===== src/rtl/csr_file.sv =====
// LoongArch CSR file: combinational reads for decode, writeback-retired writes/exceptions/ERTN, stable timer.
// Register updates are visible one cycle after retire; ex_en/ex_entry/has_int are combinational, no backpressure.
module csr_file #(
   parameter int TIMER_W = 32
) (
   input  logic         clk,
   input  logic         rstn,
   input  logic [152:0] Wcsr_BUS,
   input  logic         ertn_W,
   input  logic [7:0]   hw_int,
   input  logic [13:0]  csr_raddr,
   output logic [31:0]  csr_rdata,
   output logic         ex_en,
   output logic [31:0]  ex_entry,
   output logic         has_int
);

   localparam logic [13:0] A_CRMD   = 14'h00;
   localparam logic [13:0] A_PRMD   = 14'h01;
   localparam logic [13:0] A_ECFG   = 14'h04;
   localparam logic [13:0] A_ESTAT  = 14'h05;
   localparam logic [13:0] A_ERA    = 14'h06;
   localparam logic [13:0] A_BADV   = 14'h07;
   localparam logic [13:0] A_EENTRY = 14'h0C;
   localparam logic [13:0] A_SAVE0  = 14'h30;
   localparam logic [13:0] A_SAVE1  = 14'h31;
   localparam logic [13:0] A_SAVE2  = 14'h32;
   localparam logic [13:0] A_SAVE3  = 14'h33;
   localparam logic [13:0] A_TID    = 14'h40;
   localparam logic [13:0] A_TCFG   = 14'h41;
   localparam logic [13:0] A_TVAL   = 14'h42;
   localparam logic [13:0] A_TICLR  = 14'h44;

   logic        w_ex, w_esub, w_we, w_wr;
   logic [7:0]  w_ecode;
   logic [13:0] w_addr;
   logic [31:0] w_wmask, w_wdata, w_pc, w_vaddr;
   logic [31:0] w_wk, w_wd, w_tcfg_nv;
   logic [31:0] w_crmd, w_prmd, w_ecfg, w_estat, w_eentry;

   logic [1:0]         r_crmd_plv;
   logic               r_crmd_ie, r_crmd_da;
   logic [1:0]         r_prmd_pplv;
   logic               r_prmd_pie;
   logic [12:0]        r_ecfg_lie;
   logic [1:0]         r_estat_is_sw;
   logic [7:0]         r_estat_is_hw;
   logic               r_estat_ti;
   logic [5:0]         r_estat_ecode;
   logic [8:0]         r_estat_esub;
   logic [31:0]        r_era, r_badv, r_tid, r_tcfg;
   logic [25:0]        r_eentry_va;
   logic [31:0]        r_save [4];
   logic [TIMER_W-1:0] r_tval;

   assign {w_ex, w_ecode, w_esub, w_we, w_addr, w_wmask, w_wdata, w_pc, w_vaddr} = Wcsr_BUS;

   // A write riding alongside an exception is discarded.
   assign w_wr      = w_we & ~w_ex;
   assign w_wk      = ~w_wmask;
   assign w_wd      = w_wdata & w_wmask;
   assign w_tcfg_nv = (r_tcfg & w_wk) | w_wd;

   assign w_crmd   = {28'b0, r_crmd_da, r_crmd_ie, r_crmd_plv};
   assign w_prmd   = {29'b0, r_prmd_pie, r_prmd_pplv};
   assign w_ecfg   = {19'b0, r_ecfg_lie};
   assign w_estat  = {1'b0, r_estat_esub, r_estat_ecode, 4'b0, r_estat_ti, 1'b0, r_estat_is_hw, r_estat_is_sw};
   assign w_eentry = {r_eentry_va, 6'b0};

   always_ff @(posedge clk or negedge rstn) begin
      if (!rstn) begin
         r_crmd_plv    <= '0;
         r_crmd_ie     <= 1'b0;
         r_crmd_da     <= 1'b1;
         r_prmd_pplv   <= '0;
         r_prmd_pie    <= 1'b0;
         r_ecfg_lie    <= '0;
         r_estat_is_sw <= '0;
         r_estat_is_hw <= '0;
         r_estat_ti    <= 1'b0;
         r_estat_ecode <= '0;
         r_estat_esub  <= '0;
         r_era         <= '0;
         r_badv        <= '0;
         r_tid         <= '0;
         r_tcfg        <= '0;
         r_eentry_va   <= '0;
         r_tval        <= '0;
         for (int i = 0; i < 4; i++) r_save[i] <= '0;
      end else begin
         r_estat_is_hw <= hw_int;
         if (w_wr) begin
            case (w_addr)
               A_CRMD:   {r_crmd_da, r_crmd_ie, r_crmd_plv} <= ({r_crmd_da, r_crmd_ie, r_crmd_plv} & w_wk[3:0]) | w_wd[3:0];
               A_PRMD:   {r_prmd_pie, r_prmd_pplv} <= ({r_prmd_pie, r_prmd_pplv} & w_wk[2:0]) | w_wd[2:0];
               A_ECFG:   r_ecfg_lie <= ((r_ecfg_lie & w_wk[12:0]) | w_wd[12:0]) & 13'h1BFF;
               A_ESTAT:  r_estat_is_sw <= (r_estat_is_sw & w_wk[1:0]) | w_wd[1:0];
               A_ERA:    r_era <= (r_era & w_wk) | w_wd;
               A_BADV:   r_badv <= (r_badv & w_wk) | w_wd;
               A_EENTRY: r_eentry_va <= (r_eentry_va & w_wk[31:6]) | w_wd[31:6];
               A_SAVE0, A_SAVE1, A_SAVE2, A_SAVE3:
                         r_save[w_addr[1:0]] <= (r_save[w_addr[1:0]] & w_wk) | w_wd;
               A_TID:    r_tid <= (r_tid & w_wk) | w_wd;
               A_TCFG:   r_tcfg <= w_tcfg_nv;
               A_TICLR:  if (w_wd[0]) r_estat_ti <= 1'b0;
               default:  ;
            endcase
         end

         // Timer sits after TICLR so a fire in the same cycle keeps IS[11] set.
         if (w_wr && (w_addr == A_TCFG) && w_tcfg_nv[0]) begin
            r_tval <= {w_tcfg_nv[31:2], 2'b00};
         end else if (r_tcfg[0]) begin
            if (r_tval != '0) begin
               r_tval <= r_tval - TIMER_W'(1);
            end else begin
               r_estat_ti <= 1'b1;
               if (r_tcfg[1]) r_tval <= {r_tcfg[31:2], 2'b00};
               else           r_tcfg[0] <= 1'b0;
            end
         end

         if (w_ex) begin
            r_prmd_pplv   <= r_crmd_plv;
            r_prmd_pie    <= r_crmd_ie;
            r_crmd_plv    <= '0;
            r_crmd_ie     <= 1'b0;
            r_estat_ecode <= w_ecode[5:0];
            r_estat_esub  <= {8'b0, w_esub};
            r_era         <= w_pc;
            if ((w_ecode == 8'h08) || (w_ecode == 8'h09)) r_badv <= w_vaddr;
         end else if (ertn_W) begin
            r_crmd_plv <= r_prmd_pplv;
            r_crmd_ie  <= r_prmd_pie;
         end
      end
   end

   always_comb begin
      csr_rdata = '0;
      case (csr_raddr)
         A_CRMD:   csr_rdata = w_crmd;
         A_PRMD:   csr_rdata = w_prmd;
         A_ECFG:   csr_rdata = w_ecfg;
         A_ESTAT:  csr_rdata = w_estat;
         A_ERA:    csr_rdata = r_era;
         A_BADV:   csr_rdata = r_badv;
         A_EENTRY: csr_rdata = w_eentry;
         A_SAVE0, A_SAVE1, A_SAVE2, A_SAVE3:
                   csr_rdata = r_save[csr_raddr[1:0]];
         A_TID:    csr_rdata = r_tid;
         A_TCFG:   csr_rdata = r_tcfg;
         A_TVAL:   csr_rdata = r_tval;
         default:  csr_rdata = '0;
      endcase
   end

   assign ex_en    = w_ex | ertn_W;
   assign ex_entry = (ertn_W && !w_ex) ? r_era : w_eentry;
   assign has_int  = r_crmd_ie & (|(w_estat[12:0] & w_ecfg[12:0]));

endmodule


===== config.mk =====
export PLATFORM = sky130hd
export DESIGN_NAME = csr_file
export DESIGN_NICKNAME = d
export VERILOG_FILES = /design/src/rtl/csr_file.sv
export SDC_FILE = /design/constraint.sdc
export NUM_CORES = 1
export LEC_CHECK = 0
export CAP_MARGIN = 15
export CORE_ASPECT_RATIO = 0.5
export CORE_UTILIZATION = 40
export CTS_BUF_LIST = sky130_fd_sc_hd__clkbuf_16
export CTS_CLUSTER_DIAMETER = 80
export CTS_CLUSTER_SIZE = 24
export DETAILED_ROUTE_END_ITERATION = 10
export SYNTH_ARGS = -nofsm -noshare
export SYNTH_HDL_FRONTEND = slang
export SYNTH_SLANG_ARGS = --single-unit

===== constraint.sdc =====
create_clock -name clk -period 5.45 [get_ports clk]
set_input_delay 1.09 -clock clk [delete_from_list [all_inputs] [get_ports clk]]
set_output_delay 1.09 -clock clk [all_outputs]
set_load 0.01 [all_outputs]

==> results.md <==
* TritonCTS clock tree: built
* DRT antenna net count at 0
* # fillers at 4,381
* Worst path cell trace: clkdlybuf4s50_1 > nor4_1 > buf_4 > nand4_1 > buf_4 > nor4b_2 > buf_4 > a222oi_1 > nand3_1 > clkdlybuf4s50_1
* Fmax at 203 MHz
* Worst slew margin at 31.9%
* P_int at 3.91 mW
* Number of detailed-route iterations in the first pass at 10
* Number of flops mapped to enable cells by yosys at 0
* Layout area overhead at 19.4%
* Synth top area share at 44.9%
* CTS Hold Bufs at 0
* Vias at 16.7k
* DRC viols at 0
* Peak supply drop at 0.000196 V
* Area contributors post-synth: dfrtp_1 45%, mux2_2 8.1%, mux4_2 8.1%
* Die H at ~160 µm
* Synth cell types at 72
* Share of total power in the clock network at 26.6%
* Clk buf depth at 3
* Setup_tns at 0 ns
* Crit-path max FO at 15
* R2R Setup Slk at 1.78 ns
* CP arrival at 3.84 ns
* Min Tclk post-route at 4.93 ns
* Pins Over Slew Limit at 0
* Die width at ~310 µm
* CP max stage delay at between 0.5 and 0.6 ns
* Initial core utilization at 41.1%
* HP Class: register to register
* Final RePlAce weighted congestion at between 0.9 and 1
* Global route overflow at 0
* CP Data Required Time at between 4 and 5 ns
* Logic pwr share at between 20 and 25%
* Multi-input combinational cell area at 0.0101 mm²
* Post-synth top cells: 390 x nand2_1, 350 x dfrtp_1, 186 x o21ai_0
* Hold Vio Cnt, Final at 0
* Least-Margin Pin Slew at 1.01 ns
* Vias per inst at 6.13
* Syn Inst Count at 1,909
* Nets at roughly 2.3k
* Status: finished, final reports clean
* Initial antenna violation count at 2
* Die area at 0.0497 mm²
* H-tree depth at 1
* Seq/Total Area, Yosys at 45.0%
* Worst reg2reg path endpoint: r_tval[30]$_DFFE_PN0P_
* Final setup violation count at 0
* Global-route wire length before repair at 106 mm
* DRT iter0 DRCs at 2,013
* Most frequent CP cell: buf_4
* Critical path class: input pin to output port
* Crit-path leading delay family: buffers and inverters
* Mapped Nets at 2,089
* Total GRT Usage at 28.8%
* PD cells at 248 mW/mm²
* Worst R2R Path Depth at 7
* Clk slew on worst S/H paths at 0.10 ns
* Routed wire length at 71.8 mm
* # port buffers at 243
* Fin crit share at around nine tenths
* Root buf cell: clkbuf_16
* Wirelength per Cell at approximately 26 µm
* Reg2reg start: r_tval[12]$_DFFE_PN0P_
* FF/Latch Area at 0.00878 mm²
* I/O pin cnt at 244
* Largest net degree at the start of global routing at 121
* Number of global-route vias before repair at 16.0k
* Placed cell area at around 0.023 mm²
* Switching power at roughly 1.9 mW
* Total CTS buffers at 18
* Yosys warns at 0
* Share of total power in sequential cells at ~52%
* Ys async rst share at 100%
* DP HPWL at 50.4 mm
* Final Cell Area at around 0.023 mm²
* Crit start category: input pin
* Core area at between 0.04 and 0.05 mm²
* Post-synth top area cell: dfrtp_1
* Most common cell in the netlist: nand2_1
* Max cap viols at 0
* Diode count at 0
* Skew-Pair Late Insertion Delay at ~0.54 ns
* Main synth FF type: dfrtp_1
* Syn_area_per_cell at 10.2 µm²
* Post-CTS Resized at 0
* Yosys reg bits at about 350
* Crit path capture type: output port
* Worst Skew at around 0.016 ns
* Crit path buffers/inverters at 5
* Slowest-stage cell, CP: clkdlybuf4s50_1
* Worst Hold Depth at 1
* Post-CTS Setup Inserts at 0
* Sw frac at around 32%
* Share of cells above drive strength 1 at 16.2%
* RSZ-0062 raised after global routing: false
* Clock Sinks at 351
* Post-Syn Area at 0.0195 mm²
* Row count at 56
* Leakage at 10.1 nW
kinds of logic (layout without fill, tap and decap cells):
group                      Yosys count  in the layout  share of synthesized area, %
buffers and inverters              164            340                          3.53
adders and majority gates            2              2                         0.128
xor gates and xnor gates            16             16                         0.718
DFF                                351            351                          45.0
AOI/OAI and AO/OA                  407            407                          13.4
muxes                              350            350                          23.4
and+or+nand+nor                    619            619                          13.8
metrics by stage:
step	cells	utilization [%]	setup WS (ns)	power [mW]	hold slack, ns
floorplan	1909	-	1.33	3.71	0.461
global placement	2696	48.0	0.593	4.25	0.474
detailed placement	2696	48.0	0.544	4.26	0.483
CTS	2723	49.0	0.535	5.78	0.506
global route	2723	49.0	0.357	6.02	0.522
finish	2723	49.0	0.515	5.78	0.505
final cells by class:
class                      count  area share (%)
multi-input combinational   1394            43.5
sequential                   351            37.7
timing repair buffer         307            13.1
tap                          638            3.43
inverter                       6          0.0967
clock buffer                  19            2.04
clock inverter                 8           0.150
metal layers:
layer	vias up	wire (µm)	GRT usage, %
met5	-	0	0
met4	0	1290	5.18
met3	90	7230	7.10
met2	738	31600	43.4
met1	8549	31700	42.3
li1	7303	-	-
power by group through the flow:
stage / sequential, mW / clock [mW] / combinational [mW]
after detailed placement: 3.03 / 0 / 1.23
after global placement: 3.03 / 0 / 1.22
after CTS: 2.98 / 1.57 / 1.23
final: 2.99 / 1.54 / 1.25
after floorplan: 2.91 / 0 / 0.801
after global routing: 3.01 / 1.66 / 1.35
worst max path at each step:
stage	from	endpoint	slack (ns)	depth (start not counted)
after global routing	csr_raddr[11]	csr_rdata[12]	0.36	10
after CTS	csr_raddr[11]	csr_rdata[12]	0.54	10
after detailed placement	csr_raddr[11]	csr_rdata[12]	0.54	10
after global placement	csr_raddr[11]	csr_rdata[12]	0.59	10
final	csr_raddr[11]	csr_rdata[12]	0.52	10
after floorplan	csr_raddr[11]	csr_rdata[18]	1.33	6
cells in the final DEF (no fill, tap or decap), drive strengths merged, types with 9 or more instances in the layout:
cell type and count:
a22oi 56, buf 70, clkbuf 19, mux4 70, mux2i 135, nor3 19, clkdlybuf4s50 237, inv 14
nor4 22, dfrtp 350, nand2 390, xnor2 10, a222oi 35, o21ai 196, nand3 42, nand4 10
mux2 145, and2 9, nor2 77, a21oi 57, nor2b 11
Power figures use the tool's default switching activity.
